==> config.mk <==
export PLATFORM = sky130hd
export DESIGN_NAME = seq_multiplier_flat
export DESIGN_NICKNAME = d
export VERILOG_FILES = /design/src/rtl/seq_mul_pkg.sv /design/src/rtl/seq_multiplier_if.sv /design/src/rtl/seq_mul_datapath.sv /design/src/rtl/seq_multiplier.sv /design/src/flat_wrapper.sv
export SDC_FILE = /design/constraint.sdc
export NUM_CORES = 1
export LEC_CHECK = 0
export ABC_CLOCK_PERIOD_IN_PS = 4050
export CAP_MARGIN = 25
export CORE_UTILIZATION = 35
export CTS_CLUSTER_SIZE = 8
export DETAILED_ROUTE_END_ITERATION = 10
export MAX_ROUTING_LAYER = met4
export PLACE_DENSITY_LB_ADDON = 0.3
export SYNTH_ARGS = -nofsm -noshare
export SYNTH_HDL_FRONTEND = slang
export SYNTH_SLANG_ARGS = --single-unit
==> constraint.sdc <==
create_clock -name clk -period 4.05 [get_ports clk]
set_clock_uncertainty 0.1 [all_clocks]
set_input_delay 0.6075 -clock clk [delete_from_list [all_inputs] [get_ports clk]]
set_output_delay 0.6075 -clock clk [all_outputs]
set_load 0.02 [all_outputs]
==> src/rtl/seq_mul_pkg.sv <==
// Shared types for the sequential shift-add multiplier.
// SEQ_MUL_SIGNED_EN is consumed by the interface, datapath and top.
package seq_mul_pkg;

  typedef enum logic [1:0] {IDLE, RUN, DONE} state_t;

  // Iteration counter holds WIDTH-1 down to 0.
  function automatic int cnt_w(input int width);
    return (width < 2) ? 1 : $clog2(width);
  endfunction

endpackage

==> src/rtl/seq_multiplier_if.sv <==
// Handshake and operand bus of seq_multiplier.
// signed_mode exists only when SEQ_MUL_SIGNED_EN is defined.
interface seq_multiplier_if #(parameter int WIDTH = 16);
  logic                 start;
  logic [WIDTH-1:0]     a;
  logic [WIDTH-1:0]     b;
`ifdef SEQ_MUL_SIGNED_EN
  logic                 signed_mode;
`endif
  logic                 ready;
  logic                 busy;
  logic                 done;
  logic [2*WIDTH-1:0]   result;

`ifdef SEQ_MUL_SIGNED_EN
  modport master (output start, a, b, signed_mode, input ready, busy, done, result);
  modport slave  (input start, a, b, signed_mode, output ready, busy, done, result);
`else
  modport master (output start, a, b, input ready, busy, done, result);
  modport slave  (input start, a, b, output ready, busy, done, result);
`endif
endinterface

==> src/rtl/seq_mul_datapath.sv <==
// Operand/accumulator registers and one radix-2 shift-add step per cycle.
// With SEQ_MUL_SIGNED_EN, magnitudes are multiplied and the product negated on sign mismatch.
module seq_mul_datapath #(parameter int WIDTH = 16) (
  input  logic               clk,
  input  logic               rst,
  input  logic               load,
  input  logic               step,
  input  logic [WIDTH-1:0]   a,
  input  logic [WIDTH-1:0]   b,
`ifdef SEQ_MUL_SIGNED_EN
  input  logic               signed_mode,
`endif
  output logic [2*WIDTH-1:0] prod
);
  logic [2*WIDTH-1:0] mcand, acc, acc_nxt;
  logic [WIDTH-1:0]   mplier, a_mag, b_mag;

`ifdef SEQ_MUL_SIGNED_EN
  logic a_neg, b_neg, neg;
  assign a_neg = signed_mode & a[WIDTH-1];
  assign b_neg = signed_mode & b[WIDTH-1];
  // -2^(WIDTH-1) has magnitude 2^(WIDTH-1), which still fits unsigned in WIDTH bits.
  assign a_mag = a_neg ? (~a + 1'b1) : a;
  assign b_mag = b_neg ? (~b + 1'b1) : b;

  always_ff @(posedge clk or posedge rst) begin
    if (rst)       neg <= 1'b0;
    else if (load) neg <= a_neg ^ b_neg;
  end

  assign prod = neg ? (~acc_nxt + 1'b1) : acc_nxt;
`else
  assign a_mag = a;
  assign b_mag = b;
  assign prod  = acc_nxt;
`endif

  assign acc_nxt = acc + (mplier[0] ? mcand : '0);

  always_ff @(posedge clk or posedge rst) begin
    if (rst) begin
      mcand  <= '0;
      mplier <= '0;
      acc    <= '0;
    end else if (load) begin
      mcand  <= {{WIDTH{1'b0}}, a_mag};
      mplier <= b_mag;
      acc    <= '0;
    end else if (step) begin
      acc    <= acc_nxt;
      mcand  <= mcand << 1;
      mplier <= mplier >> 1;
    end
  end
endmodule

==> src/rtl/seq_multiplier.sv <==
// Sequential multiplier: IDLE/RUN/DONE control, WIDTH-cycle latency.
// Define SEQ_MUL_SIGNED_EN to add two's-complement support via signed_mode.
module seq_multiplier
  import seq_mul_pkg::*;
#(parameter int WIDTH = 16) (
  input logic              clk,
  input logic              rst,
  seq_multiplier_if.slave  bus
);
  localparam int CW = cnt_w(WIDTH);

  state_t             state;
  logic [CW-1:0]      cnt;
  logic               done_q;
  logic [2*WIDTH-1:0] result_q;
  logic [2*WIDTH-1:0] prod;
  logic               accept;

  assign accept     = bus.start && (state != RUN);
  assign bus.ready  = (state != RUN);
  assign bus.busy   = (state == RUN);
  assign bus.done   = done_q;
  assign bus.result = result_q;

  seq_mul_datapath #(.WIDTH(WIDTH)) u_dp (
    .clk         (clk),
    .rst         (rst),
    .load        (accept),
    .step        (state == RUN),
    .a           (bus.a),
    .b           (bus.b),
`ifdef SEQ_MUL_SIGNED_EN
    .signed_mode (bus.signed_mode),
`endif
    .prod        (prod)
  );

  always_ff @(posedge clk or posedge rst) begin
    if (rst) begin
      state    <= IDLE;
      cnt      <= '0;
      done_q   <= 1'b0;
      result_q <= '0;
    end else begin
      done_q <= 1'b0;
      case (state)
        IDLE, DONE: begin
          if (bus.start) begin
            state <= RUN;
            cnt   <= CW'(WIDTH-1);
          end else begin
            state <= IDLE;
          end
        end
        RUN: begin
          // Last iteration folds its partial product straight into result.
          if (cnt == '0) begin
            result_q <= prod;
            done_q   <= 1'b1;
            state    <= DONE;
          end else begin
            cnt <= cnt - 1'b1;
          end
        end
        default: state <= IDLE;
      endcase
    end
  end
endmodule

==> src/flat_wrapper.sv <==
// flat-port wrapper written by rule: the top's interface ports become plain ports
module seq_multiplier_flat import seq_mul_pkg::*;
#(parameter int WIDTH = 16)
  (clk, rst, bus_start, bus_a, bus_b, bus_ready, bus_busy, bus_done, bus_result);
  seq_multiplier_if #(.WIDTH(WIDTH)) bus_i ();
  input logic clk;
  input logic rst;
  input wire logic [$bits(bus_i.start)-1:0] bus_start;
  input wire logic [$bits(bus_i.a)-1:0] bus_a;
  input wire logic [$bits(bus_i.b)-1:0] bus_b;
  output wire logic [$bits(bus_i.ready)-1:0] bus_ready;
  output wire logic [$bits(bus_i.busy)-1:0] bus_busy;
  output wire logic [$bits(bus_i.done)-1:0] bus_done;
  output wire logic [$bits(bus_i.result)-1:0] bus_result;
  assign bus_i.start = bus_start;
  assign bus_i.a = bus_a;
  assign bus_i.b = bus_b;
  assign bus_ready = bus_i.ready;
  assign bus_busy = bus_i.busy;
  assign bus_done = bus_i.done;
  assign bus_result = bus_i.result;
  seq_multiplier #(.WIDTH(WIDTH)) u_core (.clk(clk), .rst(rst), .bus(bus_i));
endmodule
==> flow_summary.ini <==
[route]
via_per_inst = 5.22
drtPass1Iterations = 4
vias = 5407
wl_mm = 16.7
routedWlPerCell_um = 16.2
drtAntennaViolNets = 0
drcViolationCount = 0
drtIter0Drc = 404

[clock_tree]
cts_tree = yes
clock-sinks = 119
clk_latency_ns = 0.43
clk_pin_slew_ns = 0.06
cts_buffers = 17
cts-hold-fix-buffers = 0
ctsResizeCount = 0
htree_levels = 4
clock_path_buffers = 2
root_buffer = clkbuf_16
post_cts_buffers = 0

[timing]
finalHoldViolCount = 0
setup_violations = 0
fin_hold_ws_ns = 0.375
min_period_ns = 3.52
relSlewSlack_pct = 43.0
report.final.slew_viol_count = 0
rsz0062_at_grt = false
worstMarginPinSlew_ns = 0.852
fmax_ghz = 0.284
fin_ws_ns = 0.526
fin_crit_sh_pct = 87.0
setup_tns_ns = 0

[final_layout]
antenna_cells = 0
finish.utilization_pct = 43.7
syn2layout_area_growth_pct = 22.0
nNetsFinal = 858
fill_cells = 1874
drive_gt1_share_pct = 8.10

[logic_synthesis]
synth-edff-count = 0
synth-seq-cells = 119
syn-cell-area_mm2 = 0.00672
synth_top_flop_cell = dfrtp_1
synth_warnings = 0
avgSynthCellArea_um2 = 9.18
yosysSeqAreaShare_pct = 44.3
synth_nets = 801
ys_async_sr_fraction_pct = 100
ys_types = 56
syn_inst = 732

[floorplan]
fp.dieArea_mm2 = 0.0198
io_pins = 70
start_util_pct = 35.8
die_h_um = 141
rows = 50
core-area_mm2 = 0.0188
die-width_um = 141

[power]
max-vdd-ir-drop_v = 0.000281
power.density_mw_per_mm2 = 712
p_leak_nw = 3.69
power_mw = 5.83

[min_path]
holdCritPathClass = flop to flop
hold_depth = 2

[global_route]
grt_overflow_total = 0
grt_pass1_vias = 5419
track_usage_pct = 18.9
antenna_found_initial = 0
grt_pass1_wl_mm = 28.5
grt_start_max_net_pins = 81

[critical_path]
crit_chain = and2_1 > ha_1 > nand2_2 > or4_1 > a2111o_1 > and3_4 > o41ai_2 > xor2_1 > mux2_2
crit_cells = 9
path_delay_family = simple AND/OR/NAND/NOR gates
cp_slowest_stage_delay_ns = 0.62
endpoint_kind = flop
worstSetupPathType = flop to flop
cp.required_ns = 4.26
crit_path_max_fanout = 22
ff2ff_path_depth = 9
crit_buf_inv = 0
critPathSlowestCell = dfrtp_1
startpoint_type = flop
crit_arrival_ns = 3.73

[run]
drv_cap = 0

[place]
io_buffers = 69
dp_slack_ns = 0.572
finalWeightedCongestion = 0.844
dp_hpwl_mm = 11.6

[outcome]
status = completed
==> worst reg2reg max path: stages, from the launching register on <==
cell and delay, ns:
dfrtp_1 0.62, and2_1 0.27, ha_1 0.42, nand2_2 0.12, or4_1 0.56, a2111o_1 0.30, and3_4 0.19, o41ai_2 0.40
xor2_1 0.14, mux2_2 0.28
==> kinds of logic (layout without fill, tap and decap cells) <==
logic type,count (synthesis),count (layout),synth area share (%)
muxes,42,42,6.44
DFF,119,119,44.3
AOI/OAI and AO/OA,187,187,16.2
buffers and inverters,57,127,3.31
adders and majority gates,34,34,6.44
xor gates and xnor gates,31,31,4.04
and+or+nand+nor,262,262,19.2
==> final cells by class <==
class	instances	area (um2)	area share, %
timing repair buffer	80	781	9.52
multi-input combinational	556	3520	43.0
tap	234	293	3.57
clock buffer	19	443	5.40
sequential	119	2980	36.3
clock inverter	13	123	1.50
inverter	15	58.8	0.717
==> metal layers <==
layer	part of all wire, %	vias to the layer above	GRT usage [%]
met1	50	2628	25.5
met5	0	-	-
li1	-	2672	-
met4	1.8	0	6.98
met3	3.0	22	3.35
met2	45	85	28.3
==> synthesized netlist by cell type (3+ instances only) <==
cell / n / share of area, %
nand2_1: 134 / 7.5
dfrtp_1: 119 / 44
o21ai_0: 94 / 7.0
a21oi_1: 41 / 3.1
nand3b_1: 39 / 4.4
ha_1: 33 / 6.1
mux2i_1: 32 / 4.8
and2_1: 31 / 2.9
clkbuf_1: 30 / 1.7
nor2_1: 24 / 1.3
xnor2_1: 21 / 2.7
inv_1: 14 / 0.78
mux2_2: 10 / 1.7
xor2_1: 10 / 1.3
a22o_1: 7 / 0.91
nor3_1: 7 / 0.52
a211oi_1: 5 / 0.56
a21o_1: 5 / 0.56
a31oi_1: 5 / 0.47
buf_1: 5 / 0.28
buf_2: 5 / 0.37
nand3_1: 5 / 0.37
nand4_1: 5 / 0.47
a21boi_0: 4 / 0.45
and3_1: 4 / 0.37
o211ai_1: 4 / 0.45
nand2b_1: 3 / 0.28
o21bai_1: 3 / 0.34
==> sequential cells by signal, indices dropped and copies added (netlist names) <==
register            flops
u_core.state            2
u_core.u_dp.mplier     16
u_core.bus.done         1
u_core.u_dp.mcand      32
u_core.cnt              4
u_core.u_dp.acc        32
u_core.bus.result      32
==> worst paths after layout <==
check / start / endpoint / slack, ns
worst max register to register: u_core.u_dp.mplier[0] / u_core.bus.result[28] / 0.53
worst min-delay path: u_core.bus.result[21] / u_core.bus.result[21] / 0.37
worst min register to register: u_core.bus.result[21] / u_core.bus.result[21] / 0.37
worst max-delay path: u_core.u_dp.mplier[0] / u_core.bus.result[28] / 0.53
max in group asynchronous: rst / u_core.bus.result[0] / 2.52
min in group asynchronous: rst / u_core.bus.done / 0.56
==> power by group <==
part	total (mW)	internal, mW	leakage, nW	switching (mW)
Combinational	2.33	0.968	1.90	1.36
Clock	1.46	0.864	0.266	0.600
Sequential	2.04	1.69	1.52	0.354
Total	5.83	3.52	3.69	2.31
==> through the flow <==
step	area [um2]	std cells
final	8200	1036
after floorplan	6720	732
after CTS	8200	1036
after detailed placement	7630	1004
after global placement	7630	1004
after global routing	8200	1036
==> cell usage in the layout, fill, tap and decap left out, drive strengths merged, types with 12 or more instances in the layout <==
master / instances
dfrtp: 119
ha: 33
nand3b: 39
a21oi: 41
inv: 18
o21ai: 96
buf: 12
and2: 32
clkdlybuf4s50: 68
nand2: 135
clkbuf: 19
nor2: 24
xnor2: 21
mux2i: 32
No activity file was read; power rests on OpenSTA's default activity.
==> edit 1: new RTL, same settings <==
`WIDTH` is set to 16 in 4 places; all go to 32.
--- a/src/rtl/seq_multiplier_if.sv
+++ b/src/rtl/seq_multiplier_if.sv
@@ -1,6 +1,6 @@
 // Handshake and operand bus of seq_multiplier.
 // signed_mode exists only when SEQ_MUL_SIGNED_EN is defined.
-interface seq_multiplier_if #(parameter int WIDTH = 16);
+interface seq_multiplier_if #(parameter int WIDTH = 32);
   logic                 start;
   logic [WIDTH-1:0]     a;
   logic [WIDTH-1:0]     b;
--- a/src/rtl/seq_mul_datapath.sv
+++ b/src/rtl/seq_mul_datapath.sv
@@ -1,6 +1,6 @@
 // Operand/accumulator registers and one radix-2 shift-add step per cycle.
 // With SEQ_MUL_SIGNED_EN, magnitudes are multiplied and the product negated on sign mismatch.
-module seq_mul_datapath #(parameter int WIDTH = 16) (
+module seq_mul_datapath #(parameter int WIDTH = 32) (
   input  logic               clk,
   input  logic               rst,
   input  logic               load,
--- a/src/rtl/seq_multiplier.sv
+++ b/src/rtl/seq_multiplier.sv
@@ -2,7 +2,7 @@
 // Define SEQ_MUL_SIGNED_EN to add two's-complement support via signed_mode.
 module seq_multiplier
   import seq_mul_pkg::*;
-#(parameter int WIDTH = 16) (
+#(parameter int WIDTH = 32) (
   input logic              clk,
   input logic              rst,
   seq_multiplier_if.slave  bus
--- a/src/flat_wrapper.sv
+++ b/src/flat_wrapper.sv
@@ -1,6 +1,6 @@
 // flat-port wrapper written by rule: the top's interface ports become plain ports
 module seq_multiplier_flat import seq_mul_pkg::*;
-#(parameter int WIDTH = 16)
+#(parameter int WIDTH = 32)
   (clk, rst, bus_start, bus_a, bus_b, bus_ready, bus_busy, bus_done, bus_result);
   seq_multiplier_if #(.WIDTH(WIDTH)) bus_i ();
   input logic clk;
Interface: changed (resized bus_a, bus_b and bus_result); port bits go from 70 to 134. The function was not compared with the original's and may differ.
==> edit 1 against the unedited design <==
- the run now ends with DRC left
- design area up 100%
- non-clock buffer count up 72
- sequential share of layout area down 1.6 points
- wire length up 130%
- fmax down 2.8%
- power up 92%
- final cell count up 120%
- sequential power up 84%
- sequential cell count up 113
- synthesized area up 110%
- setup slack worse by 0.10 ns
- highest routed layer unchanged
==> edit 1: results (changes against the unedited design) <==
* Clock group at 2.66 mW (+82%)
* PortBufs at 133 (+93%)
* Seq/total area at 0.347 (-0.0161)
* Largest stage delay, worst path at 0.49 ns (-0.13 ns)
* PwrDens at 670 nW/um2 (-5.9%)
* Register area share after synthesis at 0.413 (-0.0306)
* Grt met2 use at 0.302 (+0.0196)
* Leak at 7.66 nW (+110%)
* Cell family with most CP delay: compound AO/OA/AOI/OAI gates
* Global-route wire length before repair at 63.5 mm (+120%)
* Pre-CTS setup slack at 0.443 ns (-0.129 ns)
* Multi-input logic portion of the cell area at 0.460 (+0.0299)
* Multi-input gates at 1,257 (+130%)
* VDD IR-drop max at 0.351 mV (+25%)
* Vias in the first global route at 11,774 (+120%)
* Nonclk buf count at 152 (+90%)
* Mux contribution to synthesized area at 0.0477 (-0.0168)
* Worst slew pin tran at 0.839 ns (-0.0129 ns)
* Worst-path fanout max at 40 (+82%)
* CTS Buffer Depth at 3 (+1)
* Largest cells by area after synthesis: dfrtp_1 41%, nand2_1 8.9%, o21ai_0 6.2%
* DP Cell Count at 2,194 (+120%)
* CTS H-tree depth at 2 (-2)
* DR iter-0 viols at 691 (+71%)
* Dpl hpwl at 27.9 mm (+140%)
* Sequential power share at 0.335 (-0.015)
* Buffering overhead at 0.0895 (-0.00576)
* DRC at 2 (+2)
* Vias/cell at 5.32 (+1.9%)
* Die width at 203 um (+44%)
* Clock Latency Late Sink at 0.55 ns (+0.12 ns)
* Synth cell types at 78 (+39%)
* Compound-cell area share of the yosys netlist at 0.175 (+0.0123)
* GRT Util Overall at 0.198 (+0.00889)
* Slowest-stage cell, CP: o21ai_0
* Met3 wire length at 1.92 mm (+280%)
* Largest net degree at the start of global routing at 84 (+3.7%)
* Clock buffers and inverters, area share at 0.0579 (-0.0111)
* Gpl congestion at 0.964 (+14%)
* Clock buffers at 42 (+23)
* Crit path DAT at 3.91 ns (+0.18 ns)
* Reg area at 5810 um2 (+95%)
* Internal power at 6.54 mW (+86%)
* Non-clock inverters at 28 (+13)
* Post-Synth Adder-Cell Area at 0.0592 (-0.00520)
* Post-Synth XOR/XNOR Area at 0.0355 (-0.00493)
* Routed metal-1 wirelength at 18.3 mm (+120%)
* Share of cells above drive strength 1 at 0.0514 (-0.0297)
* CTS buffer count at 35 (+18)
* WL per Instance at 17.3 um (+7.1%)
* Routed wire length on met2 at 17.5 mm (+130%)
* Mapped Nets at 1,760 (+120%)
* Failing checks: DRC
* Synth Area per Inst at 8.65 um2 (-5.8%)
* Pre-Repair DR Iteration Count at 8 (+4)
* Outcome: complete, but fails checks
* Met3 Use GR at 0.0409 (+0.00743)
==> edit 1: cell types whose count changed after synthesis, moves of 23 or more <==
| cell | change |
|---|---|
| and2_1 | +37 |
| a21oi_1 | +43 |
| nor2_1 | +23 |
| ha_1 | +32 |
| mux2i_1 | +35 |
| dfrtp_1 | +113 |
| nand2_1 | +198 |
| nand4_1 | +35 |
| nand3_1 | +68 |
| a21o_1 | +25 |
| clkbuf_1 | +44 |
| o21ai_0 | +81 |
==> edit 1: path summary, 6_finish.rpt <==
check	start	end	slack, ns	depth (start not counted)
worst max register to register	u_core.u_dp.mplier[0]	u_core.u_dp.acc[63]	0.42	11
min in group asynchronous	rst	u_core.u_dp.acc[15]	0.49	2
worst max-delay path	u_core.u_dp.mplier[0]	u_core.u_dp.acc[63]	0.42	11
worst min-delay path	u_core.bus.result[1]	u_core.bus.result[1]	0.37	2
worst min register to register	u_core.bus.result[1]	u_core.bus.result[1]	0.37	2
max in group asynchronous	rst	u_core.bus.result[31]	2.42	3
==> edit 2: new RTL, config.mk and constraints unchanged <==
Made on the original files. Re-encode `state_t` (3 states) as one-hot, 3 bits wide.
--- a/src/rtl/seq_mul_pkg.sv
+++ b/src/rtl/seq_mul_pkg.sv
@@ -2,7 +2,7 @@
 // SEQ_MUL_SIGNED_EN is consumed by the interface, datapath and top.
 package seq_mul_pkg;
 
-  typedef enum logic [1:0] {IDLE, RUN, DONE} state_t;
+  typedef enum logic [2:0] {IDLE = 3'b001, RUN = 3'b010, DONE = 3'b100} state_t;
 
   // Iteration counter holds WIDTH-1 down to 0.
   function automatic int cnt_w(input int width);
Formal check against the unedited RTL: no difference found for any inputs over 10 cycles, from zero or initial values and one cycle with rst high; not proved beyond that.
==> edit 2 against the unedited design <==
- global-route usage shrank 0.74 points
- sequential cell count grew 1
- setup slack gained 0.27 ns
- synthesized area grew 4.9%
- critical endpoint is now u_core.u_dp.acc[24]
- wire length shrank 0.50%
- design area grew 3.7%
- sequential share of layout area shrank 0.99 points
Power is not compared: it rests on default switching activity, and its combinational part moved more than twofold at a synthesized area within 25%.
==> edit 2: results (changes against the unedited design) <==
* DR iter-0 viols at 448 (+11%)
* CTS Buffer Depth at 2 (unchanged)
* Diode count at 0 (unchanged)
* Largest cells by area after synthesis: dfrtp_1 42%, nand2_1 7.9%, o21ai_0 6.6%
* DP Cell Count at 1,068 (+6.4%)
* Multi-input logic portion of the cell area at 0.436 (+0.00656)
* Worst slew pin tran at 0.788 ns (-0.0640 ns)
* Outcome: completed
* Clock buffers and inverters, area share at 0.0758 (+0.00680)
* Crit Reg-Reg Endpoint: u_core.u_dp.acc[24]
* Vias in the first global route at 5,524 (+1.9%)
* Period minus WS final at 3.25 ns (-0.272 ns)
* Multi-input gates at 592 (+6.5%)
* Cell family with most CP delay: compound AO/OA/AOI/OAI gates
* Synth Area per Inst at 9.12 um2 (-0.68%)
* Depth of the most critical reg-to-reg path at 10 (+1)
* Largest net degree at the start of global routing at 84 (+3.7%)
* Filler cell count at 1,911 (+2.0%)
* Worst-path fanout max at 18 (-18%)
* WL per Instance at 15.1 um (-6.3%)
* Drt total wl at 16.7 mm (-0.50%)
* Layout Nets at 890 (+3.7%)
* Seq/total area at 0.353 (-0.00990)
* DP Area at 7860 um2 (+3.0%)
* Largest stage delay, worst path at 0.56 ns (-0.06 ns)
* CTS buffer count at 17 (unchanged)
* Worst Hold Endpoint: u_core.bus.result[23]
* GRT Util Overall at 0.182 (-0.00738)
* Gpl congestion at 0.938 (+11%)
* Via Count at 5,654 (+4.6%)
* Core area at 19,600 um2 (+4.4%)
* Buffering overhead at 0.0892 (-0.00605)
* Clock Latency Late Sink at 0.43 ns (about the same)
* CTS sink count at 120 (+0.84%)
* Crit path DAT at 3.45 ns (-0.28 ns)
* Dpl hpwl at 11.4 mm (-1.5%)
* Non-clock inverters at 14 (-1)
* Fin area at 8500 um2 (+3.7%)
* Share of cells above drive strength 1 at 0.0766 (-0.00440)
* Top cells by count, synth: 148 x nand2_1, 119 x dfrtp_1, 93 x o21ai_0, 39 x nand3_1
* Fin Hold WS at 0.374 ns (-0.00122 ns)
* Final total power at 4.44 mW
* Hold path startpoint: u_core.bus.result[23]
* Mapped Nets at 841 (+5.0%)
* Synth cell types at 65 (+16%)
* Nonclk buf count at 77 (-3.8%)
* Pre-CTS setup slack at 0.805 ns (+0.233 ns)
* Register area share after synthesis at 0.426 (-0.0169)
* Comb power frac at 0.261
==> edit 2: cell types whose count changed in the layout (fill, tap and decap cells not counted), moves of 4 or more <==
| cell | change |
|---|---|
| a21o_1 | +13 |
| and4_1 | +6 |
| nand4_1 | +8 |
| o21a_1 | +4 |
| nand3b_1 | -38 |
| nand2_1 | +13 |
| a22o_1 | -7 |
| a21oi_1 | -11 |
| nor3_1 | +5 |
| nand3_1 | +34 |
| mux2_2 | -9 |
| nor2_1 | +4 |
| a211o_1 | +7 |
==> edit 2: metal layers <==
metal  share of wire  routed length (um)  global-route usage
met1            0.49                8130               0.241
met2            0.45                7510               0.275
met3           0.052                 864              0.0430
met4          0.0094                 156              0.0498
met5               0                   0                   -
==> edit 2: logic make-up after synthesis <==
group,Yosys count,share of synthesized area
and+or+nand+nor,302,0.203
muxes,35,0.0499
AOI/OAI and AO/OA,194,0.178
buffers and inverters,61,0.0479
DFF,120,0.426
xor gates and xnor gates,28,0.0348
adders and majority gates,33,0.0596
